==> config.mk <==
export PLATFORM = sky130hd
export DESIGN_NAME = av2_coeff_unpacker
export DESIGN_NICKNAME = d
export VERILOG_FILES = /design/src/rtl/av2_coeff_pkg.sv /design/src/rtl/av2_coeff_unpacker_scan_pos_map.sv /design/src/rtl/av2_coeff_unpacker.sv
export SDC_FILE = /design/constraint.sdc
export NUM_CORES = 1
export LEC_CHECK = 0
export BUFFER_PORTS_ARGS = -buffer_cell sky130_fd_sc_hd__buf_2
export CORE_MARGIN = 3
export CORE_UTILIZATION = 31
export DETAILED_ROUTE_END_ITERATION = 10
export GPL_ROUTABILITY_DRIVEN = 0
export HOLD_SLACK_MARGIN = 0.02
export PLACE_DENSITY_LB_ADDON = 0.2
export SYNTH_ARGS = -nofsm -noshare
export SYNTH_HDL_FRONTEND = slang
export SYNTH_SLANG_ARGS = --single-unit
export TNS_END_PERCENT = 20
==> constraint.sdc <==
create_clock -name clk -period 5.7 [get_ports clk]
set_input_delay 1.71 -clock clk [delete_from_list [all_inputs] [get_ports clk]]
set_output_delay 1.71 -clock clk [all_outputs]
set_load 0.02 [all_outputs]
==> src/rtl/av2_coeff_pkg.sv <==
// Shared types and constants for the AV2 coefficient unpacker.
package av2_coeff_pkg;

    // Block-level sequencing: EOB symbol, level symbols, zero fill.
    typedef enum logic [1:0] {
        ST_IDLE  = 2'd0,
        ST_EOB   = 2'd1,
        ST_LEVEL = 2'd2,
        ST_ZFILL = 2'd3
    } state_e;

    // Smallest transform side is 4 samples.
    localparam int MIN_TX_LOG2 = 2;

    // Level symbol layout, counted down from the symbol MSB:
    // sign at SYM_W-SYM_SIGN_OFS, magnitude from SYM_W-SYM_MAG_MSB_OFS down to bit 0.
    localparam int SYM_SIGN_OFS    = 1;
    localparam int SYM_MAG_MSB_OFS = 2;

    // Clamp a requested side log2 into the supported range.
    function automatic logic [2:0] clamp_log2(input logic [2:0] v, input logic [2:0] max_log2);
        logic [2:0] r;
        r = v;
        if (v < 3'(MIN_TX_LOG2)) begin
            r = 3'(MIN_TX_LOG2);
        end else if (v > max_log2) begin
            r = max_log2;
        end
        return r;
    endfunction

endpackage

==> src/rtl/av2_coeff_unpacker_scan_pos_map.sv <==
// Scan-order to raster-position mapping for the coefficient unpacker.
// Row scan is the identity; column scan walks down each column first.
module av2_scan_pos_map #(
    parameter int MAX_TX_LOG2 = 6,
    parameter int POS_W       = 2 * MAX_TX_LOG2
) (
    input  logic [POS_W-1:0] k,
    input  logic [2:0]       w_log2,
    input  logic [2:0]       h_log2,
    input  logic             scan_col,
    output logic [POS_W-1:0] pos
);

    logic [POS_W-1:0] row_mask;
    logic [POS_W-1:0] row;
    logic [POS_W-1:0] col;

    // Column scan: low h bits of k pick the row, the rest pick the column.
    always_comb begin
        row_mask = (POS_W'(1) << h_log2) - POS_W'(1);
        row      = k & row_mask;
        col      = k >> h_log2;
        if (scan_col) begin
            pos = (row << w_log2) | col;
        end else begin
            pos = k;
        end
    end

endmodule

==> src/rtl/av2_coeff_unpacker.sv <==
// AV2 coefficient unpacker: turns an EOB count plus level symbols into a
// full zero-filled coefficient block on a valid/ready stream.
// Optional build macro COEFF_DEQUANT_EN scales magnitudes by dq_scale >> DQ_SHIFT.
module av2_coeff_unpacker
    import av2_coeff_pkg::*;
#(
    parameter int COEFF_W     = 16,
    parameter int SYM_W       = 16,
    parameter int MAX_TX_LOG2 = 6,
    parameter int POS_W       = 2 * MAX_TX_LOG2,
    parameter int DQ_W        = 12,
    parameter int DQ_SHIFT    = 2
) (
    input  logic               clk,
    input  logic               rst_n,
    input  logic               start,
    input  logic [2:0]         tx_w_log2,
    input  logic [2:0]         tx_h_log2,
    input  logic               scan_col,
    input  logic [DQ_W-1:0]    dq_scale,
    output logic               busy,
    output logic               done,
    output logic               err_eob,
    input  logic               sym_valid,
    output logic               sym_ready,
    input  logic [SYM_W-1:0]   sym_data,
    output logic               coeff_valid,
    input  logic               coeff_ready,
    output logic [COEFF_W-1:0] coeff_data,
    output logic [POS_W-1:0]   coeff_pos,
    output logic               coeff_last
);

    // Counts reach N = 2^POS_W, so they need one extra bit.
    localparam int CNT_W = POS_W + 1;
    localparam int MAG_W = SYM_W - 1;
`ifdef COEFF_DEQUANT_EN
    localparam int PROD_W = MAG_W + DQ_W;
`else
    localparam int PROD_W = MAG_W;
`endif
    localparam int SAT_W = (PROD_W > COEFF_W) ? PROD_W : COEFF_W;
    localparam int CMP_W = (SYM_W > CNT_W) ? SYM_W : CNT_W;
    localparam logic [SAT_W-1:0] SAT_MAX = SAT_W'((64'd1 << (COEFF_W - 1)) - 64'd1);

    state_e             state_q,       state_d;
    logic               busy_q,        busy_d;
    logic               done_q,        done_d;
    logic               err_eob_q,     err_eob_d;
    logic [2:0]         w_q,           w_d;
    logic [2:0]         h_q,           h_d;
    logic               scan_col_q,    scan_col_d;
    logic [CNT_W-1:0]   n_q,           n_d;
    logic [CNT_W-1:0]   eob_q,         eob_d;
    logic [CNT_W-1:0]   k_q,           k_d;
    logic               coeff_valid_q, coeff_valid_d;
    logic [COEFF_W-1:0] coeff_data_q,  coeff_data_d;
    logic [POS_W-1:0]   coeff_pos_q,   coeff_pos_d;
    logic               coeff_last_q,  coeff_last_d;
`ifdef COEFF_DEQUANT_EN
    logic [DQ_W-1:0]    dq_scale_q,    dq_scale_d;
`else
    logic [DQ_W-1:0]    unused_dq;
    assign unused_dq = dq_scale >> DQ_SHIFT;
`endif

    logic               out_free;
    logic [CNT_W-1:0]   k_inc;
    logic [POS_W-1:0]   map_pos;
    logic [CMP_W-1:0]   sym_ext;
    logic [CMP_W-1:0]   n_ext;
    logic               eob_over;
    logic [CNT_W-1:0]   eob_val;
    logic               lvl_sign;
    logic [MAG_W-1:0]   lvl_mag;
    logic [PROD_W-1:0]  lvl_prod;
    logic [SAT_W-1:0]   lvl_wide;
    logic [COEFF_W-2:0] lvl_sat;
    logic [COEFF_W-1:0] lvl_value;

    // The single output register can take a new coefficient when empty or draining.
    assign out_free  = !coeff_valid_q || coeff_ready;
    assign k_inc     = k_q + CNT_W'(1);
    assign sym_ready = (state_q == ST_EOB) || ((state_q == ST_LEVEL) && out_free);

    assign busy        = busy_q;
    assign done        = done_q;
    assign err_eob     = err_eob_q;
    assign coeff_valid = coeff_valid_q;
    assign coeff_data  = coeff_data_q;
    assign coeff_pos   = coeff_pos_q;
    assign coeff_last  = coeff_last_q;

    av2_scan_pos_map #(
        .MAX_TX_LOG2 (MAX_TX_LOG2),
        .POS_W       (POS_W)
    ) u_scan_pos_map (
        .k        (k_q[POS_W-1:0]),
        .w_log2   (w_q),
        .h_log2   (h_q),
        .scan_col (scan_col_q),
        .pos      (map_pos)
    );

    // EOB symbol is clipped to the block size; overflow is reported.
    always_comb begin
        sym_ext  = CMP_W'(sym_data);
        n_ext    = CMP_W'(n_q);
        eob_over = sym_ext > n_ext;
        eob_val  = eob_over ? n_q : sym_ext[CNT_W-1:0];
    end

    // Level symbol to signed coefficient: optional dequant, saturate, then sign.
    always_comb begin
        lvl_sign = sym_data[SYM_W-SYM_SIGN_OFS];
        lvl_mag  = sym_data[SYM_W-SYM_MAG_MSB_OFS:0];
`ifdef COEFF_DEQUANT_EN
        lvl_prod = (PROD_W'(lvl_mag) * PROD_W'(dq_scale_q)) >> DQ_SHIFT;
`else
        lvl_prod = lvl_mag;
`endif
        lvl_wide = SAT_W'(lvl_prod);
        if (lvl_wide > SAT_MAX) begin
            lvl_sat = {(COEFF_W-1){1'b1}};
        end else begin
            lvl_sat = lvl_wide[COEFF_W-2:0];
        end
        lvl_value = lvl_sign ? -{1'b0, lvl_sat} : {1'b0, lvl_sat};
    end

    // Next-state and output-register logic for the block sequencer.
    always_comb begin
        state_d       = state_q;
        busy_d        = busy_q;
        done_d        = 1'b0;
        err_eob_d     = err_eob_q;
        w_d           = w_q;
        h_d           = h_q;
        scan_col_d    = scan_col_q;
        n_d           = n_q;
        eob_d         = eob_q;
        k_d           = k_q;
        coeff_valid_d = coeff_valid_q;
        coeff_data_d  = coeff_data_q;
        coeff_pos_d   = coeff_pos_q;
        coeff_last_d  = coeff_last_q;
`ifdef COEFF_DEQUANT_EN
        dq_scale_d    = dq_scale_q;
`endif

        if (coeff_valid_q && coeff_ready) begin
            coeff_valid_d = 1'b0;
        end

        case (state_q)
            ST_IDLE: begin
                if (start) begin
                    w_d        = clamp_log2(tx_w_log2, 3'(MAX_TX_LOG2));
                    h_d        = clamp_log2(tx_h_log2, 3'(MAX_TX_LOG2));
                    scan_col_d = scan_col;
                    n_d        = CNT_W'(1) << ({1'b0, w_d} + {1'b0, h_d});
`ifdef COEFF_DEQUANT_EN
                    dq_scale_d = dq_scale;
`endif
                    err_eob_d  = 1'b0;
                    busy_d     = 1'b1;
                    state_d    = ST_EOB;
                end
            end
            ST_EOB: begin
                if (sym_valid) begin
                    eob_d     = eob_val;
                    err_eob_d = eob_over;
                    k_d       = '0;
                    state_d   = (eob_val == '0) ? ST_ZFILL : ST_LEVEL;
                end
            end
            ST_LEVEL: begin
                if (sym_valid && out_free) begin
                    coeff_valid_d = 1'b1;
                    coeff_data_d  = lvl_value;
                    coeff_pos_d   = map_pos;
                    coeff_last_d  = (k_inc == n_q);
                    k_d           = k_inc;
                    if (k_inc == eob_q) begin
                        state_d = ST_ZFILL;
                    end
                end
            end
            ST_ZFILL: begin
                if (coeff_valid_q && coeff_ready && coeff_last_q) begin
                    state_d = ST_IDLE;
                    busy_d  = 1'b0;
                    done_d  = 1'b1;
                end else if (out_free && (k_q < n_q)) begin
                    coeff_valid_d = 1'b1;
                    coeff_data_d  = '0;
                    coeff_pos_d   = map_pos;
                    coeff_last_d  = (k_inc == n_q);
                    k_d           = k_inc;
                end
            end
            default: begin
                state_d = ST_IDLE;
            end
        endcase
    end

    // All state and outputs registered; reset abandons any block in flight.
    always_ff @(posedge clk) begin
        if (!rst_n) begin
            state_q       <= ST_IDLE;
            busy_q        <= 1'b0;
            done_q        <= 1'b0;
            err_eob_q     <= 1'b0;
            w_q           <= 3'(MIN_TX_LOG2);
            h_q           <= 3'(MIN_TX_LOG2);
            scan_col_q    <= 1'b0;
            n_q           <= '0;
            eob_q         <= '0;
            k_q           <= '0;
            coeff_valid_q <= 1'b0;
            coeff_data_q  <= '0;
            coeff_pos_q   <= '0;
            coeff_last_q  <= 1'b0;
`ifdef COEFF_DEQUANT_EN
            dq_scale_q    <= '0;
`endif
        end else begin
            state_q       <= state_d;
            busy_q        <= busy_d;
            done_q        <= done_d;
            err_eob_q     <= err_eob_d;
            w_q           <= w_d;
            h_q           <= h_d;
            scan_col_q    <= scan_col_d;
            n_q           <= n_d;
            eob_q         <= eob_d;
            k_q           <= k_d;
            coeff_valid_q <= coeff_valid_d;
            coeff_data_q  <= coeff_data_d;
            coeff_pos_q   <= coeff_pos_d;
            coeff_last_q  <= coeff_last_d;
`ifdef COEFF_DEQUANT_EN
            dq_scale_q    <= dq_scale_d;
`endif
        end
    end

endmodule

* Word level (Yosys, flattened, before mapping) *
Index checks and enable logic that the tools add are counted.

storage, ports and cells
  output and inout port bits = 34
  word-level logic and storage cells = 111
  bits of input ports = 40
  register bits after elaboration = 81

cells by class
  shifts and indexed selects = 4
  $add $sub $neg = 4
  equality and inequality tests = 12
  reductions and logical operators = 22
  $lt $le $gt $ge = 6
  muxes and demuxes = 47
  bitwise logic cells = 2

operators with widths
  operator                                                               number
  13-bit 2-to-1 mux                                                      5
  16-bit 2-to-1 mux                                                      4
  12-bit 2-to-1 mux                                                      4
  13-bit case mux with 3 select lines                                    1
  16-bit case mux with 2 select lines                                    1
  13-bit == test                                                         2
  3-bit 2-to-1 mux                                                       8
  12-bit case mux with 2 select lines                                    1
  16-bit by 13-bit greater-than comparator with 1-bit output             1
  15-bit negator with 16-bit output                                      1
  13-bit by 1-bit adder with 13-bit output (second input constant)       1
  13-bit zero test                                                       1
  13-bit less-than comparator                                            1
  1-bit 2-to-1 mux                                                       13
  1-bit by 4-bit left shift with 13-bit output (first input constant)    1
  12-bit bitwise AND                                                     1
  12-bit OR                                                              1
  1-bit by 3-bit left shift with 12-bit output (first input constant)    1
  12-bit by 3-bit left shift with 12-bit output                          1
  12-bit by 3-bit right shift with 12-bit output                         1
  12-bit by 2-bit subtractor with 12-bit output (second input constant)  1
  2-bit 2-to-1 mux                                                       5
  2-bit != test (second input constant)                                  5
  5-bit AND reduction                                                    2
  17 further kinds                                                       34

* Longest topological paths before layout *
  depth in word-level cells = 9
  mapped depth = 12
  depth with buffers taken out = 12

* Modules after synthesis *
Synthesis repeated with hierarchy kept, for this count alone.

unflattened totals
  cells, all modules = 790
  area total of the unflattened synthesis = 6,282.3 µm²

by module, submodules not included
  module              sequential area each (µm²)  times used  cells an instance  area an instance (µm²)
  av2_coeff_unpacker  1,621.6                     1           623                5,109.9
  av2_scan_pos_map    0.0                         1           167                1,172.4

* Worst setup path after synthesis *
OpenSTA, ideal clock, no wires.

  path type = input to output
  from = in coeff_ready
  to = out sym_ready
  data arrival time = 2.127 ns
  buffers on the path = 0
  stages = 2
  slack = 1.863 ns
  path through = nor2b_1 -> o21bai_1

on the way
  word-level cells in the longest chain between the ends = 3

ends and longest elaborated chain
  item               RTL line                  RTL
  start, declared    av2_coeff_unpacker.sv:28  input logic coeff_ready,
  1-bit logical OR   av2_coeff_unpacker.sv:82  assign out_free = !coeff_valid_q || coeff_ready;
  1-bit logical AND  av2_coeff_unpacker.sv:84  assign sym_ready = (state_q == ST_EOB) || ((state_q == ST_LEVEL) && out_free);
  1-bit logical OR   av2_coeff_unpacker.sv:84
  end, declared      av2_coeff_unpacker.sv:25  output logic sym_ready,

Every way passes these cells.

* Worst setup path after layout *
Ends and elaborated chain as after synthesis.

==> impl_metrics.csv <==
group,metric,value,unit
timing,setup_total_negative_slack,0,ns
die,std_cell_rows,50,
synth,netlist_instances,814,
final_layout,final_nets,907,
routing,wirelength,19.5,mm
setup_path,required_time_of_the_critical_path,3.99,ns
die,design.die.area,21500,µm²
global_route,grt_pass1_vias,5456,
timing,finalCriticalPeriod,4.11,ns
final_layout,n_antenna_cell,0,
setup_path,worst-endpoint-arrival,2.40,ns
synth,synth-main-ff-cell,"sky130_fd_sc_hd__dfxtp_1",
pwr,worst_ir_drop_vdd,0.000118,V
flow_run,count_of_maximum_capacitance_violations,0,
synth,syn_avg_cell_area,7.53,µm²
routing,drc_errors,0,
synth,yosysWarnings,0,
final_layout,area.growth.synth_to_final,12.0,%
routing,drt_first_iter_violations,518,
global_route,first_pass_grt_wire_length,31.6,mm
clock_tree,hold_buffers,0,
timing,number_of_endpoints_failing_setup_at_the_final_stage,0,
routing,ant_nets,0,
timing,tightest_slew,0.980,ns
timing,final.setup.worst_slack,1.59,ns
final_layout,seqCellArea,1620,µm²
global_route,grt_overflow,0,
die,floorplan.die.height,147,µm
timing,skew,0.0141,ns
min_path,worstHoldPathType,"register to register",
setup_path,end_kind,"output pin",
clock_tree,tritoncts,"built",
clock_tree,clkLatencyLatePin,0.35,ns
global_route,grt_usage,0.182,
pwr,power_density,316,nW/µm²
routing,drtPass1Iterations,5,
synth,mappedNetlistArea,6130,µm²
setup_path,setup.worst_path.start_class,"primary input",
timing,hold_vio_cnt_final,0,
clock_tree,clk_pin_slew_worst_paths,0.07,ns
timing,grt_setup_unrepaired,"no",
placement,io_buffers,61,
placement,placement.setup.worst_slack,1.59,ns
clock_tree,number_of_buffers_inserted_during_clock_tree_synthesis,9,
setup_path,worstPathMaxFanout,6,
synth,yosys-top-cells-area,"sky130_fd_sc_hd__dfxtp_1 (26%), sky130_fd_sc_hd__ha_1 (7.6%), sky130_fd_sc_hd__a21oi_1 (6.3%)",
clock_tree,cts.htree.levels,3,
die,core,19100,µm²
final_layout,multiInputGateArea,4120,µm²
timing,period_share,0.721,
die,floorplan.io_pins,74,
routing,drt-wirelength-per-cell,17.9,µm
timing,achievable_freq,243,MHz
routing,via_per_inst,5.43,
clock_tree,clock-root-buffer,"sky130_fd_sc_hd__clkbuf_16",
clock_tree,clock_sinks,81,
global_route,number_of_antenna_violations_at_the_first_check_in_global_routing,0,
synth,async_flop_share,0,
pwr,static-leakage-power,2.51,nW
synth,post-synth-top-area-fraction,0.265,
synth,synth.top_cells.by_count,"sky130_fd_sc_hd__nand2_1 (86), sky130_fd_sc_hd__dfxtp_1 (81), sky130_fd_sc_hd__a21oi_1 (77)",
die,fp.dieW,147,µm
timing,max_slew_margin,0.346,
placement,dpl.hpwl,14.2,mm
timing,final_max_slew_viol_count,0,
setup_path,worstSetupPathType,"primary input to output pin",
synth,cell_with_the_most_instances_after_synthesis,"sky130_fd_sc_hd__nand2_1",
routing,via_count,5937,
synth,mappedNetlistNets,892,
clock_tree,cts.repair_timing.setup_buffer_count,0,
clock_tree,cts_buffer_depth,2,
synth,yosys_register_bits,81,
synth,seq_area_frac_synth,0.265,
die,initial_core_util,0.321,
clock_tree,post_cts.resized_instances,0,
final_layout,fillCellCount,2060,
run_status,outcome,"finished, final reports clean",
synth,synth_top_area_cell,"sky130_fd_sc_hd__dfxtp_1",
final_layout,share_of_final_layout_standard_cells_stronger_than_drive_strength_1,0.116,
synth,yosys.cell_types.count,63,
global_route,grt_max_degree,48,
synth,synth_edf_count,0,
-- worst max-delay path, stage by stage --
cell and delay, ns:
sky130_fd_sc_hd__buf_2 0.11, sky130_fd_sc_hd__nor2b_1 0.31, sky130_fd_sc_hd__o21bai_1 0.10, sky130_fd_sc_hd__buf_2 0.17
-- power by group --
| group | switching [mW] | internal (mW) |
|---|---|---|
| combinational | 0.489 | 0.289 |
| clock | 0.241 | 0.382 |
| sequential | 0.118 | 0.654 |
| total | 0.849 | 1.32 |
-- area by class of cell --
cell class,count,area share
Clock buffer,10,0.0334
Clock inverter,5,0.0118
Inverter,34,0.0186
Multi-Input combinational cell,635,0.601
Sequential cell,81,0.236
Tap cell,260,0.0474
Timing Repair Buffer,68,0.0521
-- state kept, by name (all words and copies together) (netlist names) --
register	cells
n_q	13
coeff_valid	1
scan_col_q	1
eob_q	13
w_q	3
err_eob	1
h_q	3
busy	1
coeff_last	1
k_q	13
coeff_pos	12
done	1
coeff_data	16
state_q	2
-- path summary, 6_finish.rpt --
path | endpoint | depth (start not counted) | slack (ns) | startpoint
setup / recovery | sym_ready | 4 | 1.59 | coeff_ready
hold / removal | coeff_data[10] | 2 | 0.47 | coeff_data[10]
setup reg to reg | coeff_pos[0] | 7 | 2.47 | k_q[10]
hold reg to reg | coeff_data[10] | 2 | 0.47 | coeff_data[10]
-- logic make-up after synthesis --
| logic type | share of synthesized area |
|---|---|
| AOI/OAI and AO/OA | 0.250 |
| xor gates and xnor gates | 0.0729 |
| adders and majority gates | 0.0788 |
| buffers and inverters | 0.0627 |
| DFF | 0.265 |
| muxes | 0.0519 |
| and+or+nand+nor | 0.219 |
-- metrics by stage --
stage | instance area (µm²) | hold WS, ns | utilization | power (mW) | cells
6_report | 6870 | 0.471 | 0.360 | 2.17 | 1093
5_1_grt | 6870 | 0.483 | 0.360 | 2.32 | 1093
4_1_cts | 6870 | 0.470 | 0.360 | 2.19 | 1093
3_5_place_dp | 6560 | 0.461 | 0.344 | 1.56 | 1078
3_3_place_gp | 6560 | 0.457 | 0.344 | 1.56 | 1078
2_1_floorplan | 6130 | 0.483 | - | 1.32 | 814
-- layer usage --
layer / GRT usage / up-vias / wire (µm)
met2: 0.263 / 151 / 8350
met4: 0.0437 / 0 / 195
met5: 0 / - / 0
met3: 0.0236 / 14 / 869
li1: - / 2980 / -
met1: 0.283 / 2792 / 10100
-- cell usage in the layout (no fill, tap or decap), drive strengths merged, types with 16 or more instances in the layout --
cell and n:
o21ai 64, or3 18, dfxtp 81, nand2 86, mux2i 25, a21oi 77, buf 68, xor2 22
nor2 59, ha 37, xnor2 29, nand3 16, inv 34
Note: power is estimated with default switching activity, not from simulation.
